$ cat src/rtl/cnn_conv_engine.sv
// rtl/cnn_conv_engine.sv - KxK valid-mode convolution engine over a byte memory (optional CNN_CONV_RELU_EN)
module cnn_conv_engine #(
  parameter int IMG_W = 16,
  parameter int IMG_H = 16,
  parameter int K     = 3,
  parameter int AW    = 10,
  parameter int WBASE = 0,
  parameter int IBASE = 64,
  parameter int ACC_W = 20,
  parameter int SHIFT = 4
) (
  input  logic          clk,
  input  logic          reset_n,
  input  logic          start,
  input  logic [7:0]    bias,
  output logic          busy,
  output logic          done,
  output logic [AW-1:0] mem_addr,
  output logic          mem_rd,
  input  logic [7:0]    mem_rdata,
  output logic [7:0]    out_data,
  output logic          out_valid,
  input  logic          out_ready,
  output logic          out_last
);

  localparam int KK_I = K * K;
  localparam int TW   = $clog2(KK_I + 1);
  localparam int KW   = $clog2(K + 1);
  localparam int CW   = $clog2(IMG_W + 1);
  localparam int RW   = $clog2(IMG_H + 1);

  localparam logic [TW-1:0] KK      = TW'(KK_I);
  localparam logic [TW-1:0] KK_LAST = TW'(KK_I - 1);
  localparam logic [KW-1:0] K_LAST  = KW'(K - 1);
  localparam logic [CW-1:0] C_LAST  = CW'(IMG_W - K);
  localparam logic [RW-1:0] R_LAST  = RW'(IMG_H - K);

  localparam logic signed [ACC_W-1:0] Y_ZERO  = '0;
  localparam logic signed [ACC_W-1:0] Y_U8MAX = ACC_W'(255);
  localparam logic signed [ACC_W-1:0] Y_S8MAX = ACC_W'(127);
  localparam logic signed [ACC_W-1:0] Y_S8MIN = ACC_W'(-128);

  typedef enum logic [2:0] {
    S_IDLE   = 3'd0,
    S_LOAD_W = 3'd1,
    S_CONV   = 3'd2,
    S_EMIT   = 3'd3,
    S_FIN    = 3'd4
  } state_t;

  state_t state_q, state_d;

  // Read-issue counters: tap index plus its (kx, ky) decomposition, and the
  // output window position (c, r).
  logic [TW-1:0] tap_q, tap_d;
  logic [KW-1:0] kx_q, kx_d;
  logic [KW-1:0] ky_q, ky_d;
  logic [CW-1:0] c_q, c_d;
  logic [RW-1:0] r_q, r_d;

  // Tracks the read issued last cycle, whose data is on mem_rdata now.
  logic          rvalid_q, rvalid_d;
  logic [TW-1:0] rtap_q, rtap_d;

  logic signed [7:0]       w_q [KK_I];
  logic signed [7:0]       w_d [KK_I];
  logic signed [7:0]       bias_q, bias_d;
  logic signed [ACC_W-1:0] acc_q, acc_d;

  logic [7:0]    out_data_q, out_data_d;
  logic          out_valid_q, out_valid_d;
  logic          out_last_q, out_last_d;
  logic [AW-1:0] addr_q, addr_d;

  logic                    issue;
  logic                    hs;
  logic                    last_ret;
  logic [AW-1:0]           issue_addr;
  logic signed [16:0]      pix_ext;
  logic signed [16:0]      w_ext;
  logic signed [16:0]      prod;
  logic signed [ACC_W-1:0] acc_sum;
  logic signed [ACC_W-1:0] biased;
  logic signed [ACC_W-1:0] y_full;
  logic [7:0]              y_sat;

  assign hs       = out_valid_q & out_ready;
  assign last_ret = rvalid_q && (rtap_q == KK_LAST);

  // Returning pixel times its weight; the final tap's sum is folded straight
  // into the result so out_valid rises the cycle after the last return.
  always_comb begin
    pix_ext = {9'd0, mem_rdata};
    w_ext   = {{9{w_q[rtap_q][7]}}, w_q[rtap_q]};
    prod    = pix_ext * w_ext;
    acc_sum = acc_q + {{(ACC_W-17){prod[16]}}, prod};
    biased  = acc_sum + {{(ACC_W-8){bias_q[7]}}, bias_q};
    y_full  = biased >>> SHIFT;
  end

  // Output activation: ReLU with unsigned clamp, or signed 8-bit clamp.
  always_comb begin
    y_sat = y_full[7:0];
`ifdef CNN_CONV_RELU_EN
    if (y_full < Y_ZERO) begin
      y_sat = 8'h00;
    end else if (y_full > Y_U8MAX) begin
      y_sat = 8'hFF;
    end
`else
    if (y_full < Y_S8MIN) begin
      y_sat = 8'h80;
    end else if (y_full > Y_S8MAX) begin
      y_sat = 8'h7F;
    end
`endif
  end

  // Address of the read being issued this cycle (weight tap or image tap).
  always_comb begin
    if (state_q == S_LOAD_W) begin
      issue_addr = AW'(WBASE + int'(tap_q));
    end else begin
      issue_addr = AW'(IBASE + (int'(r_q) + int'(ky_q)) * IMG_W + int'(c_q) + int'(kx_q));
    end
  end

  // State register.
  always_ff @(posedge clk) begin
    if (!reset_n) begin
      state_q <= S_IDLE;
    end else begin
      state_q <= state_d;
    end
  end

  // Next-state logic.
  always_comb begin
    state_d = state_q;
    case (state_q)
      S_IDLE:   if (start) state_d = S_LOAD_W;
      S_LOAD_W: if (last_ret) state_d = S_CONV;
      S_CONV:   if (last_ret) state_d = S_EMIT;
      S_EMIT:   if (hs) state_d = out_last_q ? S_FIN : S_CONV;
      S_FIN:    state_d = S_IDLE;
      default:  state_d = S_IDLE;
    endcase
  end

  // Output decode; mem_addr holds the last issued address between reads.
  always_comb begin
    busy      = 1'b0;
    done      = 1'b0;
    mem_rd    = 1'b0;
    mem_addr  = addr_q;
    issue     = 1'b0;
    out_data  = out_data_q;
    out_valid = out_valid_q;
    out_last  = out_last_q;
    case (state_q)
      S_LOAD_W, S_CONV: begin
        busy = 1'b1;
        if (tap_q < KK) begin
          issue    = 1'b1;
          mem_rd   = 1'b1;
          mem_addr = issue_addr;
        end
      end
      S_EMIT:  busy = 1'b1;
      S_FIN:   done = 1'b1;
      default: ;
    endcase
  end

  // Datapath next values: counters, weight capture, accumulate, result.
  always_comb begin
    tap_d       = tap_q;
    kx_d        = kx_q;
    ky_d        = ky_q;
    c_d         = c_q;
    r_d         = r_q;
    rvalid_d    = issue;
    rtap_d      = tap_q;
    w_d         = w_q;
    bias_d      = bias_q;
    acc_d       = acc_q;
    out_data_d  = out_data_q;
    out_valid_d = out_valid_q;
    out_last_d  = out_last_q;
    addr_d      = mem_addr;
    case (state_q)
      S_IDLE: begin
        if (start) begin
          bias_d = bias;
          tap_d  = '0;
          kx_d   = '0;
          ky_d   = '0;
          c_d    = '0;
          r_d    = '0;
          acc_d  = '0;
        end
      end
      S_LOAD_W: begin
        if (issue) tap_d = tap_q + TW'(1);
        if (rvalid_q) w_d[rtap_q] = mem_rdata;
        if (last_ret) tap_d = '0;
      end
      S_CONV: begin
        if (issue) begin
          tap_d = tap_q + TW'(1);
          if (kx_q == K_LAST) begin
            kx_d = '0;
            ky_d = ky_q + KW'(1);
          end else begin
            kx_d = kx_q + KW'(1);
          end
          if (tap_q == '0) acc_d = '0;
        end
        if (rvalid_q) acc_d = acc_sum;
        if (last_ret) begin
          out_data_d  = y_sat;
          out_valid_d = 1'b1;
          out_last_d  = (r_q == R_LAST) && (c_q == C_LAST);
          tap_d       = '0;
          kx_d        = '0;
          ky_d        = '0;
        end
      end
      S_EMIT: begin
        if (hs) begin
          out_valid_d = 1'b0;
          out_last_d  = 1'b0;
          if (c_q == C_LAST) begin
            c_d = '0;
            r_d = r_q + RW'(1);
          end else begin
            c_d = c_q + CW'(1);
          end
        end
      end
      default: ;
    endcase
  end

  // Datapath registers.
  always_ff @(posedge clk) begin
    if (!reset_n) begin
      tap_q       <= '0;
      kx_q        <= '0;
      ky_q        <= '0;
      c_q         <= '0;
      r_q         <= '0;
      rvalid_q    <= 1'b0;
      rtap_q      <= '0;
      for (int i = 0; i < KK_I; i++) w_q[i] <= '0;
      bias_q      <= '0;
      acc_q       <= '0;
      out_data_q  <= '0;
      out_valid_q <= 1'b0;
      out_last_q  <= 1'b0;
      addr_q      <= '0;
    end else begin
      tap_q       <= tap_d;
      kx_q        <= kx_d;
      ky_q        <= ky_d;
      c_q         <= c_d;
      r_q         <= r_d;
      rvalid_q    <= rvalid_d;
      rtap_q      <= rtap_d;
      for (int i = 0; i < KK_I; i++) w_q[i] <= w_d[i];
      bias_q      <= bias_d;
      acc_q       <= acc_d;
      out_data_q  <= out_data_d;
      out_valid_q <= out_valid_d;
      out_last_q  <= out_last_d;
      addr_q      <= addr_d;
    end
  end

endmodule

$ cat config.mk
export PLATFORM = sky130hd
export DESIGN_NAME = cnn_conv_engine
export DESIGN_NICKNAME = d
export VERILOG_FILES = /design/src/rtl/cnn_conv_engine.sv
export SDC_FILE = /design/constraint.sdc
export NUM_CORES = 1
export LEC_CHECK = 0
export CORE_MARGIN = 1.5
export CORE_UTILIZATION = 60
export DETAILED_ROUTE_END_ITERATION = 10
export PLACE_DENSITY_LB_ADDON = 0.05
export SLEW_MARGIN = 40
export SYNTH_ARGS = -nofsm -noshare
export SYNTH_HDL_FRONTEND = slang
export SYNTH_SLANG_ARGS = --single-unit
$ cat constraint.sdc
create_clock -name clk -period 11.3 [get_ports clk]
set_input_delay 3.39 -clock clk [delete_from_list [all_inputs] [get_ports clk]]
set_output_delay 3.39 -clock clk [all_outputs]
set_load 0.05 [all_outputs]
==> results.cfg, run 1 <==
[hold_path]
worstHoldStart = bias_q[2]$_SDFFE_PN0P_
min_to = bias_q[2]$_SDFFE_PN0P_
hold_depth = 2
hold_class = register to register

[sta]
slew_headroom_pct = 46.1
setup_viol = 0
post-route-period-util_pct = 95.7
tightest_slew_ns = 0.808
fmax_mhz = 92.5
hold_viol = 0
min_period_ns = 10.81
fin_worst_skew_ns = 0.0142
drv_slew = 0
layout_setup_ws_ns = 0.488

[pwr]
power.density_mw_per_mm2 = 136
finalPower_w = 0.00160
peakVddDrop_uv = 113
leakagePower_nw = 5.37
internal_power_w = 0.00103
pwr-share-comb_pct = 28.3
switchingPower_w = 0.000578
power_frac_clock_pct = 36.0
swShare_pct = 36.0
power_frac_seq_pct = 35.7

[grt]
overflow = 0
grt.total_usage_pct = 26.5
grt_max_degree = 109
grt_pass1_vias = 8125
grt_pass1_wl_um = 39000
antenna_found_initial = 1

[clocking]
clkTransAtPathRegs_ns = 0.07
cts_tree = yes
cts_buffers = 17
insertion_delay_ns = 0.44
clockBufferDepth = 2
root_buffer = clkbuf_16
cts.sink_count = 146
cts_max_level = 4
ctsHoldBuffers = 0

[die]
start_util_pct = 61.3
rows = 48
fp.coreArea_mm2 = 0.0172
die_area_mm2 = 0.0184
die_w_um = 136
die_h_um = 136
io_pins = 43

[synth]
ys_types = 69
synthCells = 1209
yosysWarningCount = 0
yosysSeqAreaShare_pct = 27.7
synth_ff_type = dfxtp_1
avgSynthCellArea_um2 = 8.73
async_flop_share_pct = 0
synth_edf_count = 0
syn_nets = 1363
ys_ff_latch = 146
synth_area_mm2 = 0.0106

[critical_path]
reg2reg_depth = 38
crit_path_frequent_cell = ha_1
critPathLaunch = mem_rdata[6]
critPathLaunchType = input pin
cp.required_ns = 11.57
cp.arrival_ns = 11.08
crit_slowest_cell = clkdlybuf4s50_1
endpoint_kind = register
r2r_slack_ns = 1.91
cp_slowest_stage_delay_ns = 0.63
rr_endpoint = out_data[2]$_SDFFE_PN0P_
path_class = input pin to register
r2r-start = rtap_q[1]$_SDFF_PN0_
worstPathMaxFanout = 9

[route]
top_layer_used = met5
routed_wl_um = 23300
vias_per_cell = 5.67
wl_per_cell_um = 15.9
dr_wl_met2_um = 11200
drc_errors = 0
vias = 8319
drt-met1-wl_um = 11000
drt_iter0_markers = 491
dr.pass1.iters = 5
ant_nets = 0
met3_length_um = 895

[cells_and_area]
most-common-layout-cells = nor2_1, dfxtp_1, nand2_1
area_delta_synth_final_pct = 11.8
layout.nets = 1384
antenna_cells = 0
drive_gt1_share_pct = 7.88
final_common_cell = nor2_1

[place]
gp_congestion = 0.861
dp_hpwl_um = 16900
io_buffers = 42
dp_slack_ns = 0.0792

[run]
cap_violations = 0

[outcome]
status = completed
[timing repair]
item,4_1_cts,5_1_grt
resized for setup,0,6
setup buffers,0,1
setup endpoints to repair,0,7
[power groups by stage]
stage          sequential (W)  combinational, W  clock (W)
3_5_place_dp         0.000583          0.000451          0
6_report             0.000572          0.000455   0.000578
5_1_grt              0.000578          0.000506   0.000608
4_1_cts              0.000572          0.000454   0.000585
3_3_place_gp         0.000583          0.000446          0
2_1_floorplan        0.000563          0.000356          0
[sequential cells by signal, summed over array words and instances, names as in the netlist]
| register | cells |
|---|---|
| out_last | 1 |
| addr_q | 10 |
| acc_q | 20 |
| out_valid | 1 |
| state_q | 3 |
| rvalid_q | 1 |
| kx_q | 2 |
| w_q | 72 |
| c_q | 5 |
| rtap_q | 4 |
| ky_q | 2 |
| r_q | 5 |
| out_data | 8 |
| bias_q | 8 |
| rtap_d | 4 |
[worst max-delay path, delay by kind of cell]
| family | cells | cell delay (ns) |
|---|---|---|
| AOI/OAI and AO/OA | 11 | 1.89 |
| buffers and inverters | 3 | 0.72 |
| and+or+nand+nor | 7 | 1.77 |
| muxes | 1 | 0.13 |
| adders and majority gates | 7 | 2.86 |
| xor gates and xnor gates | 2 | 0.31 |
[worst max path at each step]
stage | cells past startpoint | endpoint | slack [ns]
finish | 31 | out_data[2]$_SDFFE_PN0P_ | 0.49
global route | 31 | out_data[5]$_SDFFE_PN0P_ | -0.02
CTS | 37 | out_data[2]$_SDFFE_PN0P_ | 0.49
detailed placement | 37 | out_data[2]$_SDFFE_PN0P_ | 0.08
global placement | 37 | out_data[5]$_SDFFE_PN0P_ | 0.19
floorplan | 36 | out_data[6]$_SDFFE_PN0P_ | 0.79
[synth_stat cells, types with 15 or more instances]
cell	number	area share, %
a21o_1	15	1.1
a21oi_1	68	3.2
a22oi_1	18	1.3
and2_1	60	3.6
clkbuf_1	56	2.0
dfxtp_1	146	28
fa_1	40	7.6
ha_1	94	11
inv_1	80	2.8
mux2i_1	76	7.2
mux4_2	16	3.4
nand2_1	94	3.3
nand3_1	18	0.85
nor2_1	160	5.7
nor2b_1	16	0.95
nor3_1	19	0.90
o21ai_0	40	1.9
xnor2_1	36	3.0
xor2_1	17	1.4
[per-layer routing]
layer	vias up	track usage, %
met5	-	0
met1	3961	35.5
met3	18	4.53
li1	4208	-
met4	2	4.96
met2	130	45.3
[metrics by stage]
stage          cells  TNS [ns]  area [µm²]  util, %  hold WS [ns]
2_1_floorplan   1209         0       10600        -         0.437
3_3_place_gp    1435         0       11200     64.8         0.456
3_5_place_dp    1435         0       11200     64.9         0.463
4_1_cts         1467         0       11800     68.4         0.473
5_1_grt         1468   -0.0227       11800     68.5         0.497
6_report        1468         0       11800     68.5         0.469
[logic make-up (layout without fill, tap and decap cells)]
| family | count (synthesis) | after routing | synth area share [%] |
|---|---|---|---|
| xor+xnor | 55 | 55 | 4.79 |
| fa+ha+maj | 134 | 134 | 18.7 |
| compound gates | 220 | 220 | 14.2 |
| simple gates | 419 | 419 | 18.8 |
| mux | 92 | 92 | 10.6 |
| flops | 146 | 146 | 27.7 |
| buf+inv | 143 | 177 | 5.14 |
[final cells by class]
type / count / area [µm²]
Multi-Input combinational cell: 920 / 7110
Fill cell: 1412 / 5430
Sequential cell: 146 / 2920
Timing Repair Buffer: 63 / 594
Clock buffer: 17 / 425
Inverter: 82 / 309
Tap cell: 225 / 282
Clock inverter: 15 / 166
No activity file was read; power rests on OpenSTA's default activity.
==> run 2, diff against run 1 <==
ABC_AREA = 1   (was not set)
CORE_UTILIZATION = 43   (was 60)
SLEW_MARGIN = not set   (was 40)
==> run 2 against run 1 <==
Compared with the run above:
- critical path depth rose by 8
- combinational power rose by 73%
- worst setup slack improved by 0.23 ns
- flip-flop and latch count did not move
- global-route usage fell by 3.9 points
- critical endpoint is now out_data[1]$_SDFFE_PN0P_
==> results.cfg, run 2 <==
[outcome]
status = completed

[clocking]
postCtsSetupBuffers = 0
cts_buffers = 17
cts.sink_count = 146
cts_tree = yes
cts_resized = 0
insertion_delay_ns = 0.44
clkTransAtPathRegs_ns = 0.07
root_buffer = clkbuf_16
ctsHoldBuffers = 0
clockBufferDepth = 2
cts_max_level = 4

[cells_and_area]
top_register = w_q
reg_top3 = w_q x72, acc_q x20, addr_q x10
seqCellArea_mm2 = 0.00292
multi_input_area_mm2 = 0.00682
layout.nets = 1803
final_common_cell = nand2_1
area_delta_synth_final_pct = 12.2
drive_gt1_share_pct = 4.94
final_util_pct = 49.0
most-common-layout-cells = nand2_1, inv_1, nor2_1
nFillCells = 2663
antenna_cells = 0
largest_reg_flops = 72
stdcell_count = 1991

[die]
rows = 58
fp.coreArea_mm2 = 0.0251
die_area_mm2 = 0.0265
die_h_um = 163
io_pins = 43
die_w_um = 163
start_util_pct = 43.7

[place]
gp_congestion = 0.900
placedCellCount = 1960
io_buffers = 42
dp_hpwl_um = 21400

[synth]
ys_types = 44
ys_ff_latch = 146
synth_area_leaders = dfxtp_1, nand2_1, ha_1
yosysSeqAreaShare_pct = 26.7
yosysWarningCount = 0
synth_area_leader_cell = dfxtp_1
yosysMostFrequentCell = nand2_1
async_flop_share_pct = 0
synth_ff_type = dfxtp_1
avgSynthCellArea_um2 = 6.76
syn_nets = 1775
synth_edf_count = 0
synthCells = 1621
yosysTopAreaCellShare_pct = 26.7
synth_common_cells = nand2_1, inv_1, nor2_1, dfxtp_1, a21oi_1
synth_area_mm2 = 0.0110

[run]
cap_violations = 0

[grt]
grt_max_degree = 89
grt.total_usage_pct = 22.6
grt_pass1_vias = 9674
overflow = 0
grt_pass1_wl_um = 47900
antenna_found_initial = 0

[sta]
drv_slew = 0
fin_worst_skew_ns = 0.0197
hold_viol = 0
rsz0062_at_grt = false
setup-tns-final_ns = 0
setup_viol = 0
tightest_slew_ns = 1.02
fmax_mhz = 94.5
hold-worst-slack_ns = 0.425
min_period_ns = 10.58
slew_headroom_pct = 32.2
post-route-period-util_pct = 93.6

[critical_path]
path_buf_inv = 8
critPathLaunchType = input pin
cp_slowest_stage_delay_ns = 0.67
worstPathMaxFanout = 9
cp_top_family = adder cells
endpoint_kind = register
r2r_slack_ns = 2.26
path_class = input pin to register
cp.arrival_ns = 10.94
crit_slowest_cell = clkdlybuf4s50_1
cp.required_ns = 11.66

[route]
wl_per_cell_um = 14.5
routed_wl_um = 28800
vias = 10067
drt_iter0_markers = 716
drc_errors = 0
ant_nets = 0
dr.pass1.iters = 5
vias_per_cell = 5.06

[pwr]
peakVddDrop_uv = 184
leakagePower_nw = 6.25
power.density_mw_per_mm2 = 159

[hold_path]
hold_class = register to register
run 2: changes by cell type after synthesis, moves of 16 or more:
cell      change
nor2b_1      -16
nand2_1     +288
a21oi_1      +63
inv_1       +189
mux4_2       -16
and2_1       -57
nand3_1      +37
clkbuf_1     -19
xnor2_1      -19
mux2i_1      -76
o21ai_0      +67
run 2: worst min-delay path: stages, from the launching register on:
cell     delay [ns]
dfxtp_1        0.31
nand2_1        0.05
inv_1          0.03
run 2: area by class of cell:
| type | instances | share of cell area, % |
|---|---|---|
| Clock buffer | 17 | 3.46 |
| Clock inverter | 14 | 1.29 |
| Inverter | 283 | 8.64 |
| Multi-Input combinational cell | 1149 | 55.4 |
| Sequential cell | 146 | 23.8 |
| Tap cell | 330 | 3.36 |
| Timing Repair Buffer | 52 | 4.05 |
run 2: cell families after synthesis:
kind of cell	synth area share (%)
xor+xnor	3.11
flops	26.7
compound gates	14.9
simple gates	26.0
fa+ha+maj	18.0
buf+inv	11.2
run 2: path summary, 6_finish.rpt:
kind / to / from / cells after the start
worst max register to register: out_data[1]$_SDFFE_PN0P_ / rtap_q[0]$_SDFF_PN0_ / 43
worst min register to register: rtap_q[3]$_SDFF_PN0_ / rtap_d[3]$_SDFFE_PN0P_ / 2
worst max-delay path: out_data[1]$_SDFFE_PN0P_ / mem_rdata[5] / 39
worst min-delay path: rtap_q[3]$_SDFF_PN0_ / rtap_d[3]$_SDFFE_PN0P_ / 2
run 2: metal layers:
metal | wire, µm | global-route usage [%] | vias up
met1 | 14400 | 32.2 | 4674
met3 | 956 | 2.70 | 20
met2 | 13100 | 36.8 | 166
met5 | 0 | 0 | -
li1 | - | - | 5207
met4 | 291 | 4.42 | 0
run 2: where the power goes:
| part | total, W | internal [W] | switching [W] |
|---|---|---|---|
| clock | 0.000581 | 0.000314 | 0.000267 |
| sequential | 0.000583 | 0.000551 | 0.0000322 |
| combinational | 0.000787 | 0.000261 | 0.000526 |
run 2: stage by stage:
stage	area, µm²	setup WS (ns)	power [W]
floorplan	11000	1.27	0.00117
global placement	11700	0.275	0.00139
detailed placement	11700	0.131	0.00138
CTS	12300	0.572	0.00197
global route	12300	0.00355	0.00209
finish	12300	0.721	0.00195
==> run 3, diff against run 2 <==
CELL_PAD_IN_SITES_DETAIL_PLACEMENT = 1   (was not set)
CELL_PAD_IN_SITES_GLOBAL_PLACEMENT = 1   (was not set)
==> run 3 against run 2 <==
Compared with the run above:
- clock power up 3%
- critical path depth unchanged
- first-iteration DRC count down 20%
- total power grew 2.1%
- worst hold slack gained 0.0050 ns
- via count increased by 3.7%
- clock skew rose by 0.0039 ns
- largest power group unchanged
- register-to-register slack got worse by 0.21 ns
- sequential power hardly changed
- routed wire length rose by 13%
==> results.cfg, run 3 (synthesized netlist as in run 2, its figures left out) <==
[place]
dp_hpwl_um = 24600
placedCellCount = 1963
gp_congestion = 0.893
place_area_mm2 = 0.0117
io_buffers = 42

[clocking]
clockBufferDepth = 2
cts_tree = yes
cts_buffers = 17
postCtsSetupBuffers = 0
cts_max_level = 4
cts_resized = 0
insertion_delay_ns = 0.44
ctsHoldBuffers = 0
cts.sink_count = 146
root_buffer = clkbuf_16
clkTransAtPathRegs_ns = 0.07

[cells_and_area]
seqCellArea_mm2 = 0.00292
largest_reg_flops = 72
reg_top3 = w_q x72, acc_q x20, addr_q x10
top_register = w_q
stdcell_count = 1995
nFillCells = 3354
final_util_pct = 49.1
final_common_cell = nand2_1
most-common-layout-cells = nand2_1, inv_1, nor2_1
final_cell_area_mm2 = 0.0123
antenna_cells = 0
multi_input_area_mm2 = 0.00682
layout.nets = 1806
area_delta_synth_final_pct = 12.5
drive_gt1_share_pct = 5.23

[pwr]
peakVddDrop_uv = 206
leakagePower_nw = 6.28
finalPower_w = 0.00199
power.density_mw_per_mm2 = 161

[critical_path]
worstPathMaxFanout = 9
cp.arrival_ns = 11.08
path_class = input pin to register
critPathLaunchType = input pin
cp.required_ns = 11.65
endpoint_kind = register
crit_slowest_cell = clkdlybuf4s50_1
r2r_slack_ns = 2.05
path_buf_inv = 8
cp_slowest_stage_delay_ns = 0.78
cp_top_family = adder cells

[route]
drt_iter0_markers = 572
ant_nets = 0
vias = 10437
top_layer_used = met4
routed_wl_um = 32500
met3_length_um = 883
vias_per_cell = 5.23
dr.pass1.iters = 5
dr_wl_met2_um = 15500
wl_per_cell_um = 16.3
drt-met1-wl_um = 15600
drc_errors = 0

[hold_path]
hold_class = register to register

[sta]
min_period_ns = 10.73
rsz0062_at_grt = false
setup-tns-final_ns = 0
setup_viol = 0
fin_worst_skew_ns = 0.0236
hold_viol = 0
tightest_slew_ns = 1.01
fmax_mhz = 93.2
slew_headroom_pct = 32.6
post-route-period-util_pct = 95.0
drv_slew = 0

[grt]
antenna_found_initial = 0
grt_max_degree = 89
overflow = 0
grt_pass1_wl_um = 53900
grt.total_usage_pct = 25.6
grt_pass1_vias = 10765

[die]
die_w_um = 163
rows = 58
die_h_um = 163
start_util_pct = 43.7
fp.coreArea_mm2 = 0.0251
io_pins = 43
die_area_mm2 = 0.0265

[run]
cap_violations = 0

[outcome]
status = completed
==> run 3: cell types whose count changed in the layout (fill, tap and decap cells not counted), sizes merged <==
cell	change
buf	+3
clkinv	+1
clkbuf	+1
clkinvlp	-1
==> run 3: path summary, 6_finish.rpt <==
kind	start	end	cells after the start
max	mem_rdata[5]	out_data[3]$_SDFFE_PN0P_	39
min	rtap_d[3]$_SDFFE_PN0P_	rtap_q[3]$_SDFF_PN0_	2
max reg2reg	rtap_q[0]$_SDFF_PN0_	out_data[3]$_SDFFE_PN0P_	43
min reg2reg	rtap_d[3]$_SDFFE_PN0P_	rtap_q[3]$_SDFF_PN0_	2
==> run 3: cell type report <==
type	instances	share of cell area (%)
Inverter	283	8.61
Timing Repair Buffer	55	4.22
Clock inverter	14	1.28
Clock buffer	18	3.56
Tap cell	330	3.35
Multi-Input combinational cell	1149	55.3
Sequential cell	146	23.7
==> run 3: per-layer routing <==
| metal | GRT usage, % | vias to the layer above |
|---|---|---|
| li1 | - | 5223 |
| met1 | 33.9 | 5054 |
| met2 | 44.1 | 128 |
| met3 | 3.06 | 32 |
| met4 | 6.38 | 0 |
| met5 | 0 | - |
==> run 3: where the power goes <==
part,leakage (nW),total (W),internal [W],switching [W]
sequential,1.18,0.000584,0.000551,0.0000336
combinational,4.81,0.000810,0.000265,0.000546
clock,0.294,0.000597,0.000322,0.000275
==> run 3: metrics by stage <==
step / setup slack, ns / hold slack [ns]
2_1_floorplan: 1.27 / 0.407
3_3_place_gp: 0.178 / 0.416
3_5_place_dp: 0.112 / 0.424
4_1_cts: 0.547 / 0.433
5_1_grt: 0.00726 / 0.447
6_report: 0.566 / 0.430
==> run 3: worst register-to-register path, delay by kind of cell, from the launching register on <==
family / cells / cell delay, ns
xor gates and xnor gates: 2 / 0.34
DFF: 1 / 0.39
and+or+nand+nor: 16 / 2.73
buffers and inverters: 6 / 0.66
AOI/OAI and AO/OA: 12 / 1.95
adders and majority gates: 7 / 3.12
